--- src/rtl/ethernet_tx.sv ---
// ethernet_tx: MII transmit MAC (preamble/SFD, nibble data, zero pad, CRC-32 FCS, inter-frame gap)
module ethernet_tx #(
  parameter int MIN_FRAME = 60,
  parameter int IFG_BYTES = 12
) (
  input  logic       clk,
  input  logic       rst,
  input  logic [7:0] s_data,
  input  logic       s_valid,
  input  logic       s_last,
  output logic       s_ready,
  output logic [3:0] txd,
  output logic       tx_en,
  output logic       tx_er,
  output logic       busy
);
  localparam logic [2:0] IDLE  = 3'd0;
  localparam logic [2:0] PRE   = 3'd1;
  localparam logic [2:0] DATA  = 3'd2;
  localparam logic [2:0] PAD   = 3'd3;
  localparam logic [2:0] FCS   = 3'd4;
  localparam logic [2:0] IFG   = 3'd5;
  localparam logic [2:0] ABORT = 3'd6;
  localparam logic [2:0] DROP  = 3'd7;
  localparam logic [6:0] MIN_B = 7'(MIN_FRAME);
  // IDLE always spends one cycle with tx_en low, so IFG state covers the rest of the gap
  localparam logic [7:0] IFG_LAST = 8'(2 * IFG_BYTES - 2);
  logic [2:0]  state_q, state_d;
  logic [7:0]  cnt_q, cnt_d;
  logic [6:0]  bcnt_q, bcnt_d;
  logic [31:0] crc_q, crc_d;
  logic [7:0]  byte_q, byte_d;
  logic        last_q, last_d;
  logic [3:0]  txd_q, txd_d;
  logic        tx_en_q, tx_en_d, tx_er_q, tx_er_d, s_ready_q, s_ready_d, busy_q, busy_d;
  logic        fetch, go_fcs, pad;
  function automatic logic [31:0] crc_nib(input logic [31:0] c, input logic [3:0] n);
    logic [31:0] r;
    r = c ^ {28'd0, n};
    for (int i = 0; i < 4; i++) r = r[0] ? (r >> 1) ^ 32'hEDB88320 : r >> 1;
    return r;
  endfunction
  always_comb begin
    state_d   = state_q;
    cnt_d     = cnt_q + 8'd1;
    bcnt_d    = bcnt_q;
    crc_d     = crc_q;
    byte_d    = byte_q;
    last_d    = last_q;
    txd_d     = 4'h0;
    tx_en_d   = 1'b0;
    tx_er_d   = 1'b0;
    s_ready_d = 1'b0;
    fetch     = 1'b0;
    go_fcs    = 1'b0;
    pad       = 1'b0;
    case (state_q)
      IDLE: if (s_valid) begin
        state_d = PRE;
        cnt_d   = 8'd0;
        bcnt_d  = 7'd0;
        crc_d   = '1;
        tx_en_d = 1'b1;
        txd_d   = 4'h5;
      end
      PRE: begin
        tx_en_d   = 1'b1;
        txd_d     = cnt_q == 8'd14 ? 4'hD : 4'h5;
        s_ready_d = cnt_q == 8'd14;
        fetch     = cnt_q == 8'd15;
      end
      DATA: if (cnt_q == 8'd0) begin
        tx_en_d   = 1'b1;
        txd_d     = byte_q[7:4];
        crc_d     = crc_nib(crc_q, byte_q[7:4]);
        s_ready_d = !last_q;
      end else if (last_q) begin
        go_fcs = bcnt_q >= MIN_B;
        pad    = bcnt_q < MIN_B;
      end else fetch = 1'b1;
      PAD: if (cnt_q == 8'd0) begin
        tx_en_d = 1'b1;
        crc_d   = crc_nib(crc_q, 4'h0);
      end else begin
        go_fcs = bcnt_q == MIN_B;
        pad    = bcnt_q != MIN_B;
      end
      FCS: begin
        tx_en_d = cnt_q != 8'd7;
        txd_d   = cnt_q != 8'd7 ? ~crc_q[3:0] : 4'h0;
        crc_d   = crc_q >> 4;
        state_d = cnt_q == 8'd7 ? IFG : FCS;
        cnt_d   = cnt_q == 8'd7 ? 8'd0 : cnt_q + 8'd1;
      end
      IFG: state_d = cnt_q == IFG_LAST ? IDLE : IFG;
      ABORT: begin
        state_d   = DROP;
        s_ready_d = 1'b1;
      end
      DROP: if (s_valid && s_last) begin
        state_d = IFG;
        cnt_d   = 8'd0;
      end else s_ready_d = 1'b1;
      default: state_d = IDLE;
    endcase
    // s_ready was high this cycle: take the next byte, or abort on underrun
    if (fetch) begin
      cnt_d   = 8'd0;
      tx_en_d = 1'b1;
      if (s_valid) begin
        state_d = DATA;
        byte_d  = s_data;
        last_d  = s_last;
        bcnt_d  = bcnt_q == MIN_B ? bcnt_q : bcnt_q + 7'd1;
        txd_d   = s_data[3:0];
        crc_d   = crc_nib(crc_q, s_data[3:0]);
      end else begin
        state_d = ABORT;
        tx_er_d = 1'b1;
        txd_d   = 4'h0;
      end
    end
    if (pad) begin
      state_d = PAD;
      cnt_d   = 8'd0;
      tx_en_d = 1'b1;
      bcnt_d  = bcnt_q + 7'd1;
      crc_d   = crc_nib(crc_q, 4'h0);
    end
    if (go_fcs) begin
      state_d = FCS;
      cnt_d   = 8'd0;
      tx_en_d = 1'b1;
      txd_d   = ~crc_q[3:0];
      crc_d   = crc_q >> 4;
    end
    busy_d = state_d != IDLE;
  end
  always_ff @(posedge clk) begin
    if (rst) begin
      state_q   <= IDLE;
      cnt_q     <= '0;
      bcnt_q    <= '0;
      crc_q     <= '0;
      byte_q    <= '0;
      last_q    <= 1'b0;
      txd_q     <= '0;
      tx_en_q   <= 1'b0;
      tx_er_q   <= 1'b0;
      s_ready_q <= 1'b0;
      busy_q    <= 1'b0;
    end else begin
      state_q   <= state_d;
      cnt_q     <= cnt_d;
      bcnt_q    <= bcnt_d;
      crc_q     <= crc_d;
      byte_q    <= byte_d;
      last_q    <= last_d;
      txd_q     <= txd_d;
      tx_en_q   <= tx_en_d;
      tx_er_q   <= tx_er_d;
      s_ready_q <= s_ready_d;
      busy_q    <= busy_d;
    end
  end
  assign txd     = txd_q;
  assign tx_en   = tx_en_q;
  assign tx_er   = tx_er_q;
  assign s_ready = s_ready_q;
  assign busy    = busy_q;
endmodule

--- config.mk ---
export PLATFORM = sky130hd
export DESIGN_NAME = ethernet_tx
export DESIGN_NICKNAME = d
export VERILOG_FILES = /design/src/rtl/ethernet_tx.sv
export SDC_FILE = /design/constraint.sdc
export NUM_CORES = 1
export LEC_CHECK = 0
export ABC_CLOCK_PERIOD_IN_PS = 2400
export BUFFER_PORTS_ARGS = -buffer_cell sky130_fd_sc_hd__buf_2
export CORE_MARGIN = 1.5
export CORE_UTILIZATION = 45
export DETAILED_ROUTE_END_ITERATION = 7
export PLACE_DENSITY = 0.6
export SETUP_SLACK_MARGIN = 0.1
export SLEW_MARGIN = 40
export SYNTH_ARGS = -nofsm -noshare
export SYNTH_HDL_FRONTEND = slang
export SYNTH_SLANG_ARGS = --single-unit
--- constraint.sdc ---
create_clock -name clk -period 2.4 [get_ports clk]
set_input_delay 0.48 -clock clk [delete_from_list [all_inputs] [get_ports clk]]
set_output_delay 0.48 -clock clk [all_outputs]
set_load 0.02 [all_outputs]
==> results.txt <==
----------------------------------------------------
[STA]
  Pins over their slew limit ... 0
  Worst Hold Margin ... 0.371 ns
  Slew HR ... 52.2%
  Slew of the pin with the lowest slew margin ... 0.711 ns
  Final-report setup violation count ... 0
  Setup WS post-layout ... 0.125 ns
  Fin crit period ... 2.27 ns
  RSZ-0062 raised after global routing ... yes
  Final-report hold violation count ... 0
  Maximum clock frequency ... 440 MHz
  Skew final ... 0.00526 ns
  Final period util ... 94.8%

[Power and ir drop]
  Leakage ... 2.53 nW
  Worst vdd rail ir drop ... 0.465 mV
  Overall power ... 3.50 mW
  Power Density ... 555 nW/um^2

[Clock tree]
  Clock tree buffer depth ... 2
  Clock slew at the register clock pins of the worst setup and hold paths ... 0.06 ns
  Number of sinks driven by the clock tree ... 63
  CTS tree ... done
  Cell at the root of the clock tree ... clkbuf_16
  Number of buffers added by the clock tree synthesis step ... 9
  Total of hold buffers inserted after clock tree synthesis ... 0
  Clock network latency to the later pin of the worst-skew pair ... 0.35 ns
  CTS H-tree depth ... 3

[Worst hold path]
  Hold Crit Class ... in2reg
  Number of stages on the worst hold path ... 3

[Cells and area]
  Combined flip-flop and latch cell area ... 1260 um^2
  Area growth, synth to finish ... 21.1%
  Number of diodes ... 0
  Final core utilization ... 55.5%
  Area of all placed cells without fillers ... 6310 um^2
  Multi-input combinational cell area ... 3770 um^2
  Commonest cells after routing, fill and taps aside ... buf_4, dfxtp_1, nand2_1
  Layout cells sized above 1 ... 24.1%
  Most common cell after layout, fill and taps aside ... buf_4
  Number of nets in the layout ... 716
  Total of fill cells in the finished design ... 1041

[Floorplan]
  Total number of placement rows ... 39
  Area enclosed by the die boundary ... 12200 um^2
  Die Span X ... 111 um
  Count of pins on the block boundary ... 20
  Initial core utilization ... 45.9%
  Die Height ... 111 um
  Core box area ... 11400 um^2

[Synthesis]
  Portion of the post-synthesis area used by sequential elements ... 24.2%
  Syn nets ... 672
  Most used DFF post-synth ... dfxtp_1
  Count of warnings emitted by yosys ... 0
  Post-Synthesis Cells ... 655
  Number of distinct library cell variants in the gate-level netlist after synthesis ... 78
  Number of flip-flops and latches in the synthesized netlist ... 63
  Mean post-synth cell area ... 7.96 um^2
  EDFF count, synth ... 0
  Netlist area before placement ... 5220 um^2
  Share of synthesized flip-flops with an asynchronous set or reset ... 0%

[Global route]
  Wire length of the first global-routing pass ... 27.6 mm
  Pin count of the biggest net entering global routing ... 35
  Sum of overflow across all layers after global routing ... 0
  Via count of the first global-routing pass ... 5097
  Number of antenna violations at the first check in global routing ... 0
  Global-route usage over all layers ... 28.3%

[Worst setup path]
  Cell family with most CP delay ... compound AO/OA/AOI/OAI gates
  Maximum net fanout on the critical path ... 15
  Critical path buffers and inverters ... 3
  Worst-case register-to-register setup slack ... 0.13 ns
  Path length in cells of the critical path ... 10
  Crit-path cells ... inv_1 -> ha_1 -> nor2b_1 -> buf_4 -> a21bo_4 -> a21o_4 -> buf_12 -> o221a_2 -> a22oi_2 -> a21oi_1
  Number of cells on the worst reg-to-reg path ... 10
  Worst endpoint data arrival time ... 2.49 ns
  Critical path start-end classification ... reg2reg
  Required @ worst endpoint ... 2.61 ns
  CP max-delay cell ... dfxtp_1
  CP Launch Type ... flop
  Sort of element at the end of the critical path ... flop
  Delay contributed by the slowest stage of the critical path ... 0.34 ns

[Detailed routing]
  DR iter-0 viols ... 622
  DRC violations left ... 0
  Total wire length after detailed routing ... 17.6 mm
  Post-DRT Antenna Nets ... 0
  WL/cell ... 20.8 um
  1st-pass router iterations ... 5
  Vias/cell ... 6.23
  Total vias in the final route ... 5277

[Placement]
  Routability congestion estimate from global placement ... 0.895
  Number of I/O port buffers ... 19
  DP Worst Slack ... -0.00456 ns
  Placed cell areas ... 5760 um^2
  Half-perimeter wire length of the detailed placement result ... 12.5 mm

[Run status]
  Run status ... finished clean

[Run]
  Number of max-capacitance violations reported ... 0

----------------------------------------------------
metrics by stage:
step                      std cells  TNS (ns)
after detailed placement        818  -0.00456
after global routing            847         0
after CTS                       841         0
after global placement          818         0
final                           847         0
after floorplan                 655         0
cells in the mapped netlist, types with 6 or more instances:
| master | count | share of area (%) |
|---|---|---|
| a21o_1 | 7 | 1.0 |
| nor2_1 | 43 | 3.1 |
| a2bb2oi_1 | 8 | 1.3 |
| o221ai_1 | 20 | 3.4 |
| inv_1 | 11 | 0.79 |
| mux2i_1 | 7 | 1.3 |
| and3_1 | 12 | 1.4 |
| nor3b_1 | 7 | 1.0 |
| o21ai_1 | 10 | 0.96 |
| clkbuf_1 | 27 | 1.9 |
| xnor2_1 | 46 | 7.7 |
| dfxtp_1 | 63 | 24 |
| nand3_1 | 17 | 1.6 |
| o21ai_0 | 31 | 3.0 |
| nand2_1 | 57 | 4.1 |
| or3_1 | 6 | 0.72 |
| nor3_1 | 16 | 1.5 |
| a211oi_1 | 12 | 1.7 |
| o211ai_1 | 13 | 1.9 |
| buf_1 | 15 | 1.1 |
| a21oi_1 | 46 | 4.4 |
| buf_2 | 22 | 2.1 |
| nor2b_1 | 8 | 0.96 |
| xor2_1 | 42 | 7.1 |
per-layer routing:
metal	share of wire, %	GRT usage [%]	wire length, um
met1	43	37.2	7630
met2	46	45.6	8170
met3	7.3	5.41	1290
met4	2.9	11.8	513
met5	0	0	0
final timing paths:
kind / from / to
worst max register to register: bcnt_q[0] / crc_q[22]
worst min-delay path: s_data[6] / byte_q[6]
worst min register to register: crc_q[4] / crc_q[0]
worst max-delay path: bcnt_q[0] / crc_q[22]
sequential cells by signal (all words and copies together) (netlist names), 3 cells and up:
signal / cells
crc_q: 32
cnt_q: 8
bcnt_q: 7
byte_q: 4
txd: 4
state_q: 3
cells by family (layout without fill, tap and decap cells):
group | after synthesis | count (layout) | share of synthesized area (%)
flops | 63 | 63 | 24.2
mux | 8 | 8 | 1.56
xor+xnor | 99 | 99 | 19.1
simple gates | 198 | 199 | 19.9
buf+inv | 78 | 126 | 6.43
compound gates | 204 | 204 | 27.7
fa+ha+maj | 5 | 5 | 1.20
worst register-to-register path, stage by stage (launching register included):
cell and delay, ns:
dfxtp_1 0.34, inv_1 0.09, ha_1 0.21, nor2b_1 0.14, buf_4 0.15, a21bo_4 0.24, a21o_4 0.25, buf_12 0.16
o221a_2 0.31, a22oi_2 0.20, a21oi_1 0.07
cell type report:
cell class	instances	area share, %
Timing Repair Buffer	99	12.2
Multi-Input combinational cell	515	59.7
Inverter	11	0.654
Clock buffer	12	3.90
Tap cell	143	2.83
Clock inverter	4	0.713
Sequential cell	63	20.0
where the power goes:
| part | switching [mW] | leakage [nW] | internal, mW | total, mW |
|---|---|---|---|---|
| clock network | 0.509 | 0.146 | 0.828 | 1.34 |
| logic | 0.507 | 1.87 | 0.447 | 0.954 |
| registers | 0.109 | 0.519 | 1.10 | 1.21 |
timing repair:
item                                   in CTS  in global routing
endpoints found under the hold margin       0                  0
buffers inserted                            7                  5
gates resized for setup                     5                 36
pin swaps                                   4                 10
setup endpoints to repair                  25                 44
gates cloned                                0                  1
Note: power is estimated with default switching activity, not from simulation.
